[config.mk]
export PLATFORM = sky130hd
export DESIGN_NAME = uart_dbg_master
export DESIGN_NICKNAME = d
export VERILOG_FILES = /design/src/rtl/uart_dbg_pkg.sv /design/src/rtl/uart_dbg_rx.sv /design/src/rtl/uart_dbg_master.sv
export SDC_FILE = /design/constraint.sdc
export NUM_CORES = 1
export LEC_CHECK = 0
export ABC_AREA = 1
export CORE_MARGIN = 2
export CORE_UTILIZATION = 57
export DETAILED_ROUTE_END_ITERATION = 16
export HOLD_SLACK_MARGIN = 0.12
export PLACE_DENSITY_LB_ADDON = 0.25
export SKIP_LAST_GASP = 1
export SYNTH_ARGS = -nofsm -noshare
export SYNTH_HDL_FRONTEND = slang
export SYNTH_SLANG_ARGS = --single-unit
[constraint.sdc]
create_clock -name clk_in -period 2.3 [get_ports clk_in]
set_input_delay 0.345 -clock clk_in [delete_from_list [all_inputs] [get_ports clk_in]]
set_output_delay 0.345 -clock clk_in [all_outputs]
set_load 0.02 [all_outputs]
[src/rtl/uart_dbg_pkg.sv]
// Shared types and byte codes for the UART debug bus master.
package uart_dbg_pkg;

  typedef enum logic [2:0] {
    ST_IDLE,
    ST_ADDR_H,
    ST_ADDR_L,
    ST_DATA,
    ST_BUS_REQ,
    ST_BUS_CYC,
    ST_RESP
  } state_e;

  typedef enum logic [1:0] {
    RX_IDLE,
    RX_START,
    RX_DATA,
    RX_STOP
  } rx_state_e;

  localparam logic [7:0] CMD_READ      = 8'h52;  // 'R'
  localparam logic [7:0] CMD_WRITE     = 8'h57;  // 'W'
  localparam logic [7:0] CMD_READ_INC  = 8'h72;  // 'r'
  localparam logic [7:0] CMD_WRITE_INC = 8'h77;  // 'w'
  localparam logic [7:0] RSP_OK        = 8'h4B;  // 'K'
  localparam logic [7:0] RSP_ERR       = 8'h3F;  // '?'

endpackage

[src/rtl/uart_dbg_rx.sv]
// 8N1 receiver: 2-flop synchronizer, mid-bit sampling, start glitch reject and stop check.
module uart_dbg_rx
  import uart_dbg_pkg::*;
#(
  parameter int BIT_CYC = 2500
) (
  input  logic       clk_in,
  input  logic       b_reset,
  input  logic       rxd_i,
  output logic [7:0] data_o,
  output logic       valid_o,
  output logic       frame_err_o
);

  localparam int CNT_W = $clog2(BIT_CYC + 1);
  localparam int HALF  = BIT_CYC / 2;

  // [0],[1] synchronize; [2] is the previous synchronized value for edge detect
  logic [2:0]       sync_q;
  rx_state_e        state_q, state_d;
  logic [CNT_W-1:0] cnt_q, cnt_d;
  logic [2:0]       bit_q, bit_d;
  logic [7:0]       shift_q, shift_d;
  logic             valid_q, valid_d;
  logic             ferr_q, ferr_d;
  logic             rx_s;

  assign rx_s = sync_q[1];

  always_comb begin
    // NOTE: every output gets a default first so no path leaves it unassigned (no latch).
    state_d = state_q;
    cnt_d   = cnt_q + CNT_W'(1);
    bit_d   = bit_q;
    shift_d = shift_q;
    valid_d = 1'b0;
    ferr_d  = 1'b0;
    case (state_q)
      RX_IDLE: begin
        cnt_d = '0;
        if (sync_q[2] && !rx_s) state_d = RX_START;
      end
      RX_START: begin
        if (cnt_q == CNT_W'(HALF - 1)) begin
          cnt_d   = '0;
          bit_d   = '0;
          state_d = rx_s ? RX_IDLE : RX_DATA;
        end
      end
      RX_DATA: begin
        if (cnt_q == CNT_W'(BIT_CYC - 1)) begin
          cnt_d   = '0;
          shift_d = {rx_s, shift_q[7:1]};
          bit_d   = bit_q + 3'd1;
          if (bit_q == 3'd7) state_d = RX_STOP;
        end
      end
      RX_STOP: begin
        if (cnt_q == CNT_W'(BIT_CYC - 1)) begin
          cnt_d   = '0;
          state_d = RX_IDLE;
          valid_d = rx_s;
          ferr_d  = !rx_s;
        end
      end
      default: state_d = RX_IDLE;
    endcase
  end

  // NOTE: sequential state uses non-blocking assignments so all flops update together.
  always_ff @(posedge clk_in or negedge b_reset) begin
    if (!b_reset) begin
      sync_q  <= 3'b111;
      state_q <= RX_IDLE;
      cnt_q   <= '0;
      bit_q   <= '0;
      shift_q <= '0;
      valid_q <= 1'b0;
      ferr_q  <= 1'b0;
    end else begin
      sync_q  <= {sync_q[1:0], rxd_i};
      state_q <= state_d;
      cnt_q   <= cnt_d;
      bit_q   <= bit_d;
      shift_q <= shift_d;
      valid_q <= valid_d;
      ferr_q  <= ferr_d;
    end
  end

  assign data_o      = shift_q;
  assign valid_o     = valid_q;
  assign frame_err_o = ferr_q;

endmodule

[src/rtl/uart_dbg_master.sv]
// UART-driven debug bus master: R/W commands hold the CPU and run one bus access.
// Define UART_DBG_AUTOINC_EN for address auto-increment and the 'r'/'w' commands.
module uart_dbg_master
  import uart_dbg_pkg::*;
#(
  parameter int OSC_CLOCK = 12000000,
  parameter int UART_BAUD = 4800,
  parameter int BUS_CYC   = 12,
  parameter int TIMEOUT   = 250000
) (
  input  logic        clk_in,
  input  logic        b_reset,
  input  logic        rxd,
  output logic        txd,
  output logic        bus_req,
  input  logic        bus_ack,
  output logic [15:0] addr,
  output logic [7:0]  dout,
  input  logic [7:0]  din,
  output logic        rw,
  output logic        vma,
  output logic        err_frame,
  output logic        err_ovr
);

  localparam int BIT_CYC = OSC_CLOCK / UART_BAUD;
  localparam int PH_LAST = BUS_CYC + 1;  // hold phase after vma falls
  localparam int CNT_MAX = (TIMEOUT > PH_LAST) ? TIMEOUT : PH_LAST;
  localparam int CNT_W   = $clog2(CNT_MAX + 1);
  localparam int TX_W    = $clog2(BIT_CYC + 1);

  logic [7:0] rx_data;
  logic       rx_valid, rx_ferr;

  uart_dbg_rx #(.BIT_CYC(BIT_CYC)) u_rx (
    .clk_in     (clk_in),
    .b_reset    (b_reset),
    .rxd_i      (rxd),
    .data_o     (rx_data),
    .valid_o    (rx_valid),
    .frame_err_o(rx_ferr)
  );

  state_e           state_q, state_d;
  logic [15:0]      addr_q, addr_d;
  logic [7:0]       dout_q, dout_d, rdata_q, rdata_d;
  logic             rd_q, rd_d, frame_q, frame_d, ovr_q, ovr_d;
  logic [CNT_W-1:0] cnt_q, cnt_d;
  logic             tx_start, tx_done;
  logic [7:0]       tx_byte;

  // Frame shifts out LSB first; idle and refill value is 1 so txd rests high.
  logic [9:0]       tx_shift_q, tx_shift_d;
  logic [TX_W-1:0]  tx_cnt_q, tx_cnt_d;
  logic [3:0]       tx_bits_q, tx_bits_d;
  logic             tx_busy_q, tx_busy_d;

  assign tx_done = tx_busy_q && (tx_cnt_q == TX_W'(BIT_CYC - 1)) && (tx_bits_q == 4'd9);

  always_comb begin
    tx_shift_d = tx_shift_q;
    tx_cnt_d   = tx_cnt_q;
    tx_bits_d  = tx_bits_q;
    tx_busy_d  = tx_busy_q;
    if (tx_start) begin
      tx_shift_d = {1'b1, tx_byte, 1'b0};
      tx_cnt_d   = '0;
      tx_bits_d  = '0;
      tx_busy_d  = 1'b1;
    end else if (tx_busy_q) begin
      if (tx_cnt_q == TX_W'(BIT_CYC - 1)) begin
        tx_cnt_d   = '0;
        tx_shift_d = {1'b1, tx_shift_q[9:1]};
        tx_bits_d  = tx_bits_q + 4'd1;
        if (tx_done) tx_busy_d = 1'b0;
      end else begin
        tx_cnt_d = tx_cnt_q + TX_W'(1);
      end
    end
  end

  always_comb begin
    state_d  = state_q;
    addr_d   = addr_q;
    dout_d   = dout_q;
    rd_d     = rd_q;
    rdata_d  = rdata_q;
    cnt_d    = '0;
    tx_start = 1'b0;
    tx_byte  = RSP_ERR;
    frame_d  = frame_q | rx_ferr;
    ovr_d    = ovr_q | (rx_valid && (state_q == ST_BUS_REQ || state_q == ST_BUS_CYC ||
                                     state_q == ST_RESP));
    case (state_q)
      ST_IDLE: begin
        if (rx_valid) begin
          case (rx_data)
            CMD_READ:  begin rd_d = 1'b1; state_d = ST_ADDR_H; end
            CMD_WRITE: begin rd_d = 1'b0; state_d = ST_ADDR_H; end
`ifdef UART_DBG_AUTOINC_EN
            CMD_READ_INC:  begin rd_d = 1'b1; state_d = ST_BUS_REQ; end
            CMD_WRITE_INC: begin rd_d = 1'b0; state_d = ST_DATA; end
`endif
            default: begin state_d = ST_RESP; tx_start = 1'b1; tx_byte = RSP_ERR; end
          endcase
        end
      end
      ST_ADDR_H, ST_ADDR_L, ST_DATA: begin
        if (rx_valid) begin
          case (state_q)
            ST_ADDR_H: begin addr_d[15:8] = rx_data; state_d = ST_ADDR_L; end
            ST_ADDR_L: begin addr_d[7:0] = rx_data; state_d = rd_q ? ST_BUS_REQ : ST_DATA; end
            default:   begin dout_d = rx_data; state_d = ST_BUS_REQ; end
          endcase
        end else if (cnt_q == CNT_W'(TIMEOUT - 1)) begin
          state_d = ST_IDLE;
        end else begin
          cnt_d = cnt_q + CNT_W'(1);
        end
      end
      ST_BUS_REQ: begin
        if (bus_ack) state_d = ST_BUS_CYC;
      end
      ST_BUS_CYC: begin
        cnt_d = cnt_q + CNT_W'(1);
        if (rd_q && cnt_q == CNT_W'(BUS_CYC)) rdata_d = din;
        if (cnt_q == CNT_W'(PH_LAST)) begin
          cnt_d    = '0;
          state_d  = ST_RESP;
          tx_start = 1'b1;
          tx_byte  = rd_q ? rdata_q : RSP_OK;
`ifdef UART_DBG_AUTOINC_EN
          addr_d   = addr_q + 16'd1;
`else
          addr_d   = addr_q;
`endif
        end
      end
      ST_RESP: begin
        if (tx_done) state_d = ST_IDLE;
      end
      default: state_d = ST_IDLE;
    endcase
  end

  always_ff @(posedge clk_in or negedge b_reset) begin
    if (!b_reset) begin
      state_q    <= ST_IDLE;
      addr_q     <= '0;
      dout_q     <= '0;
      rd_q       <= 1'b1;
      rdata_q    <= '0;
      cnt_q      <= '0;
      frame_q    <= 1'b0;
      ovr_q      <= 1'b0;
      tx_shift_q <= '1;
      tx_cnt_q   <= '0;
      tx_bits_q  <= '0;
      tx_busy_q  <= 1'b0;
    end else begin
      state_q    <= state_d;
      addr_q     <= addr_d;
      dout_q     <= dout_d;
      rd_q       <= rd_d;
      rdata_q    <= rdata_d;
      cnt_q      <= cnt_d;
      frame_q    <= frame_d;
      ovr_q      <= ovr_d;
      tx_shift_q <= tx_shift_d;
      tx_cnt_q   <= tx_cnt_d;
      tx_bits_q  <= tx_bits_d;
      tx_busy_q  <= tx_busy_d;
    end
  end

  // Phase 0 of BUS_CYC is address setup, phases 1..BUS_CYC strobe vma, last phase holds addr/rw.
  assign bus_req   = (state_q == ST_BUS_REQ) ||
                     (state_q == ST_BUS_CYC && cnt_q != CNT_W'(PH_LAST));
  assign vma       = (state_q == ST_BUS_CYC) && (cnt_q != '0) && (cnt_q != CNT_W'(PH_LAST));
  assign rw        = (state_q == ST_BUS_CYC) ? rd_q : 1'b1;
  assign addr      = addr_q;
  assign dout      = dout_q;
  assign txd       = tx_shift_q[0];
  assign err_frame = frame_q;
  assign err_ovr   = ovr_q;

endmodule

======== Word level (Yosys, flattened, before mapping) ========
Index checks and enable logic that the tools add are counted.
operators by class
  $add $sub $neg .......................... 5
  eq/ne operators ......................... 30
  multiplexer cells ....................... 53
  bitwise gates (word level) .............. 3
  reductions and logical operators ........ 33
operators with widths
  cell                                             number
  2-to-1 mux 12 bit                                5
  2-to-1 mux 18 bit                                3
  == test 18 x 4 -> 1 bit, second input constant   2
  case mux 12 bit (3 select lines)                 1
  case mux 18 bit (2 select lines)                 1
  2-to-1 mux 10 bit                                3
  2-to-1 mux 3 bit                                 10
  adder 12 x 1 -> 12 bit, second input constant    2
  == test 12 bit, second input constant            2
  2-to-1 mux 8 bit                                 3
  adder 18 x 1 -> 18 bit, second input constant    1
  == test 18 bit, second input constant            1
  != test 18 x 4 -> 1 bit, second input constant   1
  nonzero test 18 bit                              1
  == test 8 x 7 -> 1 bit, second input constant    2
  case mux 3 bit (5 select lines)                  1
  AND reduction 3 bit                              5
  != test 2 x 1 -> 1 bit, second input constant    7
  == test 12 x 11 -> 1 bit, second input constant  1
  == test 3 bit, second input constant             4
  2-to-1 mux 1 bit                                 12
  2-to-1 mux 2 bit                                 6
  2-to-1 mux 4 bit                                 3
  case mux 3 bit (2 select lines)                  2
  other kinds (23)                                 45
word-level totals
  register bits ........................... 113

======== Depth between registers and ports, before layout ========
Gate-level depths: netlist (run 1).
  depth after elaboration ................. 7
  depth in mapped cells ................... 11
  gate-level depth less buffers ........... 11

======== Hierarchy ========
From an unflattened synthesis (run 1), not the netlist that was laid out.
unflattened totals
  cells, all modules ...................... 755
  area, all modules ....................... 5968.2 um^2
modules (own cells, without submodules)
  module           times used  cells each  area each (um^2)  seq. area each (um^2)
  uart_dbg_master  1           563         4355.4            2064.5
  uart_dbg_rx      1           192         1612.8            754.5

======== Least setup slack after synthesis (run 1) ========
OpenSTA, ideal clock, no wires.
  path kind ............................... reg2out
  from .................................... register cnt_q[0]
  to ...................................... output port vma
  data arrival time ....................... 1.330 ns
  data required time ...................... 1.955 ns
  setup slack ............................. 0.625 ns
  stages on the path, launching flop included .. 7
  buffers on the path ..................... 0
  path through ............................ dfrtp_1 ha_1 nand3_4 nor2_8 nand2_1 nand2_1 a31oi_1
between the ends
  longest elaborated chain between the ends .. 3
  elaborated cells on any way between the ends .. 4
  those cells by class .................... 1 x eq/ne; 3 x reduce/logical
RTL lines
  item                    line                    source
  from (decl)             uart_dbg_master.sv:48   logic [CNT_W-1:0] cnt_q, cnt_d;
  from (signal assigned)  uart_dbg_master.sv:166  cnt_q <= cnt_d;
  nonzero test 18 bit     uart_dbg_master.sv:179  assign vma = (state_q == ST_BUS_CYC) && (cnt_q != '0) && (cnt_q != CNT_W'(PH_LAST));
  logical AND 1 bit       uart_dbg_master.sv:179
  logical AND 1 bit *     uart_dbg_master.sv:179
  to (decl)               uart_dbg_master.sv:21   output logic vma,
Every way passes the cells marked *; elsewhere a longest branch is shown, timed or not.

======== Final worst setup path (run 1) ========
  from .................................... register cnt_q[1]
  to ...................................... output port bus_req
between the ends
  longest elaborated chain between the ends .. 3
RTL lines
  item                     line                    source
  != test 18 x 4 -> 1 bit  uart_dbg_master.sv:178  (state_q == ST_BUS_CYC && cnt_q != CNT_W'(PH_LAST));
  logical AND 1 bit        uart_dbg_master.sv:178
  logical OR 1 bit         uart_dbg_master.sv:177  assign bus_req = (state_q == ST_BUS_REQ) ||
  to (decl)                uart_dbg_master.sv:15   output logic bus_req,
Every way passes these cells.

==> results of run 1 <==
stage by stage:
step	power [W]	setup TNS [ps]	hold WS [ps]	instance area, µm²
after detailed placement	0.00246	0	348	6390
final	0.00364	0	360	6660
after global placement	0.00243	0	346	6390
after floorplan	0.00230	0	49.4	5810
after CTS	0.00368	0	362	6610
after global routing	0.00382	-16.2	367	6660
report_power, final:
| part | switching [W] | internal, W |
|---|---|---|
| Clock | 0.000692 | 0.000526 |
| Combinational | 0.000253 | 0.000127 |
| Sequential | 0.0000387 | 0.00200 |
timing repair:
item,in CTS,in global routing
hold buffers,1,0
resized for setup,2,13
pin swaps,0,1
hold endpoints to repair,40,0
buffers inserted,0,3
endpoints found under the setup margin,2,3
cells by family (layout without fill, tap and decap cells):
kind of cell | Yosys count | in the layout | synth area share
compound gates | 78 | 78 | 0.0780
xor+xnor | 22 | 22 | 0.0332
fa+ha+maj | 14 | 14 | 0.0302
buf+inv | 88 | 146 | 0.0642
simple gates | 394 | 394 | 0.309
flops | 112 | 112 | 0.486
worst max-delay path by stage:
| stage | from | to | slack [ps] | cells past startpoint |
|---|---|---|---|---|
| 2_1_floorplan | cnt_q[0] | vma | 620 | 6 |
| 5_1_grt | cnt_q[5] | bus_req | -20 | 7 |
| 6_report | cnt_q[1] | bus_req | 80 | 8 |
| 3_5_place_dp | cnt_q[1] | vma | 180 | 8 |
| 3_3_place_gp | cnt_q[1] | vma | 200 | 8 |
| 4_1_cts | cnt_q[1] | vma | 4 | 8 |
final cells by class:
class                           count  area, µm²
Clock buffer                       10        128
Multi-Input combinational cell    508       2640
Timing Repair Buffer               56        544
Tap cell                          133        166
Inverter                           74        280
Fill cell                         843       3160
Clock inverter                      6       80.1
Sequential cell                   112       2820
metal layers:
| layer | global-route usage | up-vias |
|---|---|---|
| met3 | 0.0393 | 22 |
| met2 | 0.386 | 113 |
| met1 | 0.312 | 2277 |
| li1 | - | 2387 |
| met4 | 0.0762 | 0 |
| met5 | 0 | - |
cell usage after synthesis (13+ instances only):
| library cell | number | area, µm² |
|---|---|---|
| nand2_1 | 201 | 754 |
| dfrtp_1 | 99 | 2480 |
| nor2_1 | 90 | 338 |
| inv_1 | 60 | 225 |
| o21ai_0 | 41 | 205 |
| nand3_1 | 36 | 180 |
| xor2_1 | 19 | 166 |
| nor3_1 | 18 | 90.1 |
| nand4_1 | 15 | 93.8 |
| ha_1 | 14 | 175 |
| dfstp_2 | 13 | 342 |
| inv_2 | 13 | 48.8 |
sequential cells by signal, summed over array words and instances (netlist names), 3 cells and up, named ones only:
signal and flops:
cnt_q 18, u_rx.cnt_q 12, addr 16, rdata_q 8, u_rx.data_o 8, tx_cnt_q 12
tx_bits_q 4, state_q 3, dout 8, u_rx.sync_q 3, tx_shift_q 9, u_rx.bit_q 3
critical path, delay by kind of cell, from the launching register on:
kind	cells	cell delay, ps
fa+ha+maj	1	190
buf+inv	2	410
flops	1	440
simple gates	5	460
==> key figures, run 1 <==
Synthesis
  • Yosys warns: 0
  • Ys async rst share: 1.00
  • Mapped Avg Cell Area: 8.20 µm²
  • Distinct cells, synth: 41
  • Synth Register Bits: 112
  • Synthesized area: 5810 µm²
  • Register area share after synthesis: 0.486
  • Top FF cell, synth: dfrtp_1
  • Post-synth EDFFs: 0
  • Post-Syn Instances: roughly 710
  • Syn Nets: 734

Placement
  • Pre-CTS setup slack: between 150 and 200 ps
  • I/O Buffers: between 40 and 50
  • Routability cong.: 0.902
  • Placed cells: 879
  • HPWL Detailed: 8.60 mm

STA
  • Final period utilization: 0.963
  • Fin crit period: 2220 ps
  • Fin Clk Skew: 16.4 ps
  • Final Max Tran Viols: 0
  • Relative slew slack: 0.591
  • Worst slew pin tran: slightly above 600 ps
  • Fmax: 0.451 GHz
  • # setup viols final: 0
  • Final setup margin: 84.8 ps
  • Final hold vios: 0

Setup path
  • CP required: 1960 ps
  • R2R Path End: tx_bits_q[0]
  • CP most frequent cell: nand2_1
  • CP max stage delay: 440 ps
  • Reg2Reg Depth: 7
  • CP Capture Type: output port
  • Crit path max fanout: 5
  • Arr. time, crit path: 1870 ps
  • Reg2Reg Launch Point: tx_cnt_q[0]
  • Critical path class: reg2out
  • Cells along the critical path: inv_2 > ha_2 > nand3_4 > nor2_8 > nand2_1 > nand2_2 > nand2_1 > dlygate4sd2_1
  • Critical path startpoint category: flop
  • Slowest CP cell: dfrtp_1
  • FF-to-FF setup slack: 430 ps

Detailed routing
  • Routed wl met3: about 470 µm
  • M1 WL: 5.33 mm
  • DRC: 0
  • Initial drt markers: 241
  • Met2 routed WL: 5.87 mm
  • Antenna Nets Post-Route: 0
  • Routed vias/inst: 5.34
  • DR top layer: met4
  • Wire per inst: 13.2 µm
  • Total Wirelength: 11.9 mm
  • TritonRoute pass-1 iters: 6
  • DR vias: 4799

Layout
  • Commonest non-fill, non-tap cell in the layout: nand2_1
  • Most frequent cells in the layout: 200 x nand2_1, 98 x dfrtp_1, 87 x nor2_1
  • Layout cell share with drive strength beyond 1: 0.132
  • Post-Layout Cell Count: 899
  • Post-Route Utilization: 0.678
  • Area grow syn2layout: 14.7%
  • Antenna Diode Count: 0
  • Nets: roughly 790

Clock network
  • CTS Sinks: between 100 and 150
  • Clock Latency Late Sink: between 300 and 400 ps
  • Root buf cell: clkbuf_8
  • H-tree Lvls: 3
  • CTS tree: built
  • Max Buffers Root-to-Sink: 2
  • CTS Buf Count: 9
  • Clock transition at path regs: 110 ps

Worst hold path
  • Min-delay worst type: reg2reg
  • HP Start: u_rx.sync_q[0]
  • WHS Path Cells: 0
  • Hold path endpoint: u_rx.sync_q[1]

Die
  • Core area: 9820 µm²
  • Num ports: 42
  • Initial Util: 0.591
  • Rows: 36
  • Die Wd: 105 µm
  • Die Y: approximately 100 µm
  • DIE AREA: between 10000 and 15000 µm²

GRT
  • Initial antenna violation count: 0
  • GRT Util Overall: 0.233
  • Largest net degree at the start of global routing: 44
  • GRT Residual Overflow: 0
  • First-pass GRT wire length: 21.0 mm
  • Vias in the first global route: approximately 4700

Power and ir drop
  • Lkg Pwr: 3.06 nW
  • Pwr per Cell Area: 547 nW/µm²
  • Worst vdd ir: 0.000452 V

Run status
  • Status: finished clean

Run
  • # Max-Cap Violations: 0
Note: power is estimated with default switching activity, not from simulation.
==> inputs of run 2 (changes only) <==
--- a/config.mk
+++ b/config.mk
@@ -7,7 +7,7 @@
 export LEC_CHECK = 0
 export ABC_AREA = 1
 export CORE_MARGIN = 2
-export CORE_UTILIZATION = 57
+export CORE_UTILIZATION = 55
 export DETAILED_ROUTE_END_ITERATION = 16
 export HOLD_SLACK_MARGIN = 0.12
 export PLACE_DENSITY_LB_ADDON = 0.25
==> run 2 against run 1 <==
  * Worst hold slack got worse by 1.2 ps
  * Clock-buffer cell count fell by 1
  * Global-route usage rose by 0.15 points
  * Combinational power barely moved
  * Critical path depth did not move
  * Non-clock buffer count fell by 2
  * Maximum frequency rose by 1.7%
  * Critical endpoint unchanged
==> key figures, run 2 (synthesis gave the netlist of run 1 again) <==
Die
  • Die Y: 107 µm (+1.7%)
  • DIE AREA: 11400 µm² (+3.5%)
  • Num ports: 42 (unchanged)
  • Initial Util: 0.565 (-0.0263)
  • Core area: 10300 µm² (+4.7%)
  • Rows: 37 (+2.8%)
  • Die Wd: 107 µm (+1.7%)

STA
  • Relative slew slack: 0.600 (+0.00851)
  • Final Max Tran Viols: 0 (unchanged)
  • Unrepaired setup endpoints after global routing: true
  • Worst slew pin tran: 600 ps (-12.8 ps)
  • Final hold vios: 0 (unchanged)
  • # setup viols final: 0 (unchanged)
  • Fin Clk Skew: 15.3 ps (-1.11 ps)
  • Final period utilization: 0.947 (-0.0164)
  • Fmax: 0.459 GHz (+1.7%)
  • Fin crit period: 2180 ps (-37.7 ps)

Clock network
  • Root buf cell: clkbuf_8
  • Clock transition at path regs: 100 ps (about the same)
  • CTS Buf Count: 9 (unchanged)
  • CTS tree: built
  • H-tree Lvls: 3 (unchanged)
  • Clock Latency Late Sink: 390 ps (about the same)
  • Max Buffers Root-to-Sink: 2 (unchanged)
  • CTS Sinks: 112 (unchanged)

Setup path
  • Arr. time, crit path: 1830 ps (-40 ps)
  • CP endpoint: bus_req
  • Worst setup path startpoint: cnt_q[1]
  • R2R Path End: tx_bits_q[3]
  • Critical path startpoint category: flop
  • Critical path class: reg2out
  • Reg2Reg Launch Point: tx_cnt_q[0]
  • Crit path max fanout: 5 (unchanged)
  • Reg2Reg Depth: 7 (unchanged)
  • CP required: 1960 ps (about the same)
  • CP Capture Type: output port
  • FF-to-FF setup slack: 380 ps (-50 ps)

Layout
  • Layout cell share with drive strength beyond 1: 0.122 (-0.0101)
  • Antenna Diode Count: 0 (unchanged)
  • Number of flip-flops in the largest register: 18 (unchanged)
  • Area grow syn2layout: 14.0%
  • Post-Route Utilization: 0.644 (-0.0339)
  • Commonest non-fill, non-tap cell in the layout: nand2_1
  • Final instance area: 6620 µm² (-0.56%)
  • Largest Register: cnt_q
  • # fillers: 873 (+3.6%)
  • Nets: 785 (-0.25%)
  • Most frequent cells in the layout: 201 x nand2_1, 99 x dfrtp_1, 89 x nor2_1

Run
  • # Max-Cap Violations: 0 (unchanged)

Detailed routing
  • TritonRoute pass-1 iters: 5 (-1)
  • DR vias: 4758 (-0.85%)
  • Routed vias/inst: 5.29 (-0.96%)
  • Antenna Nets Post-Route: 0 (unchanged)
  • Wire per inst: 13.6 µm (+2.7%)
  • Initial drt markers: 261 (+8.3%)
  • DRC: 0 (unchanged)
  • Total Wirelength: 12.2 mm (+2.8%)

GRT
  • Initial antenna violation count: 0 (unchanged)
  • Vias in the first global route: 4803 (+3.0%)
  • GRT Util Overall: 0.234 (+0.00148)
  • GRT Residual Overflow: 0 (unchanged)
  • First-pass GRT wire length: 21.5 mm (+2.5%)
  • Largest net degree at the start of global routing: 44 (unchanged)

Placement
  • Routability cong.: 0.919 (+2.0%)
  • HPWL Detailed: 9.00 mm (+4.6%)
  • I/O Buffers: 41 (unchanged)
  • Post-Place Cell Area: 6410 µm² (+0.18%)

Run status
  • Status: finished clean

Power and ir drop
  • Worst vdd ir: 0.000394 V (-13%)
  • Pwr per Cell Area: 541 nW/µm² (-1.1%)
  • Lkg Pwr: 3.05 nW (-0.23%)

Worst hold path
  • Min-delay worst type: in2reg
==> run 2: stage by stage <==
stage	TNS (ps)	total power, W	cells	hold WS, ps	worst slack, ps
finish	0	0.00358	900	359	122
global route	-41.9	0.00375	900	352	-41.9
CTS	-226	0.00361	900	344	-226
detailed placement	0	0.00245	883	347	161
global placement	0	0.00243	883	346	206
floorplan	0	0.00230	708	49.4	625
==> run 2: layout make-up <==
cell class	count	area, µm²	share of cell area
Clock buffer	9	124	0.0187
Clock inverter	7	70.1	0.0106
Timing Repair Buffer	54	533	0.0805
Inverter	74	280	0.0423
Tap cell	136	170	0.0257
Sequential cell	112	2820	0.426
Multi-Input combinational cell	508	2620	0.396
==> run 2: power breakdown <==
part	total [W]	internal, W	switching, W
registers	0.00204	0.00200	0.0000370
logic	0.000378	0.000125	0.000254
clock network	0.00116	0.000429	0.000732
==> run 2: routing by layer <==
layer,wire length [µm],part of all wire,global-route usage
met1,5360,0.44,0.301
met2,6230,0.51,0.404
met3,448,0.037,0.0419
met4,177,0.014,0.0724
met5,0,0,0
==> run 2: timing repair <==
item / 4_1_cts / 5_1_grt
hold buffers: 1 / 0
buffers inserted: 0 / 0
gates resized for setup: 2 / 6
gates cloned: 0 / 0
endpoints found under the setup margin: 2 / 3
hold endpoints to repair: 38 / 0
==> run 2: worst min path at each step <==
stage / startpoint / end / slack [ps] / cells past startpoint
finish: rxd / u_rx.sync_q[0] / 360 / 1
detailed placement: u_rx.sync_q[0] / u_rx.sync_q[1] / 350 / 0
CTS: rxd / u_rx.sync_q[0] / 340 / 1
global placement: u_rx.sync_q[0] / u_rx.sync_q[1] / 350 / 0
floorplan: b_reset / asynchronous set/reset pin / 50 / 0
global route: rxd / u_rx.sync_q[0] / 350 / 1
==> run 2: critical path, cell delays in order (launching register included) <==
cell and delay (ps):
dfrtp_1 420, inv_1 110, ha_1 210, nand3_4 110, nor2_8 140, nand2_1 70, nand2_1 110, nand2_1 80
dlymetal6s2s_1 210
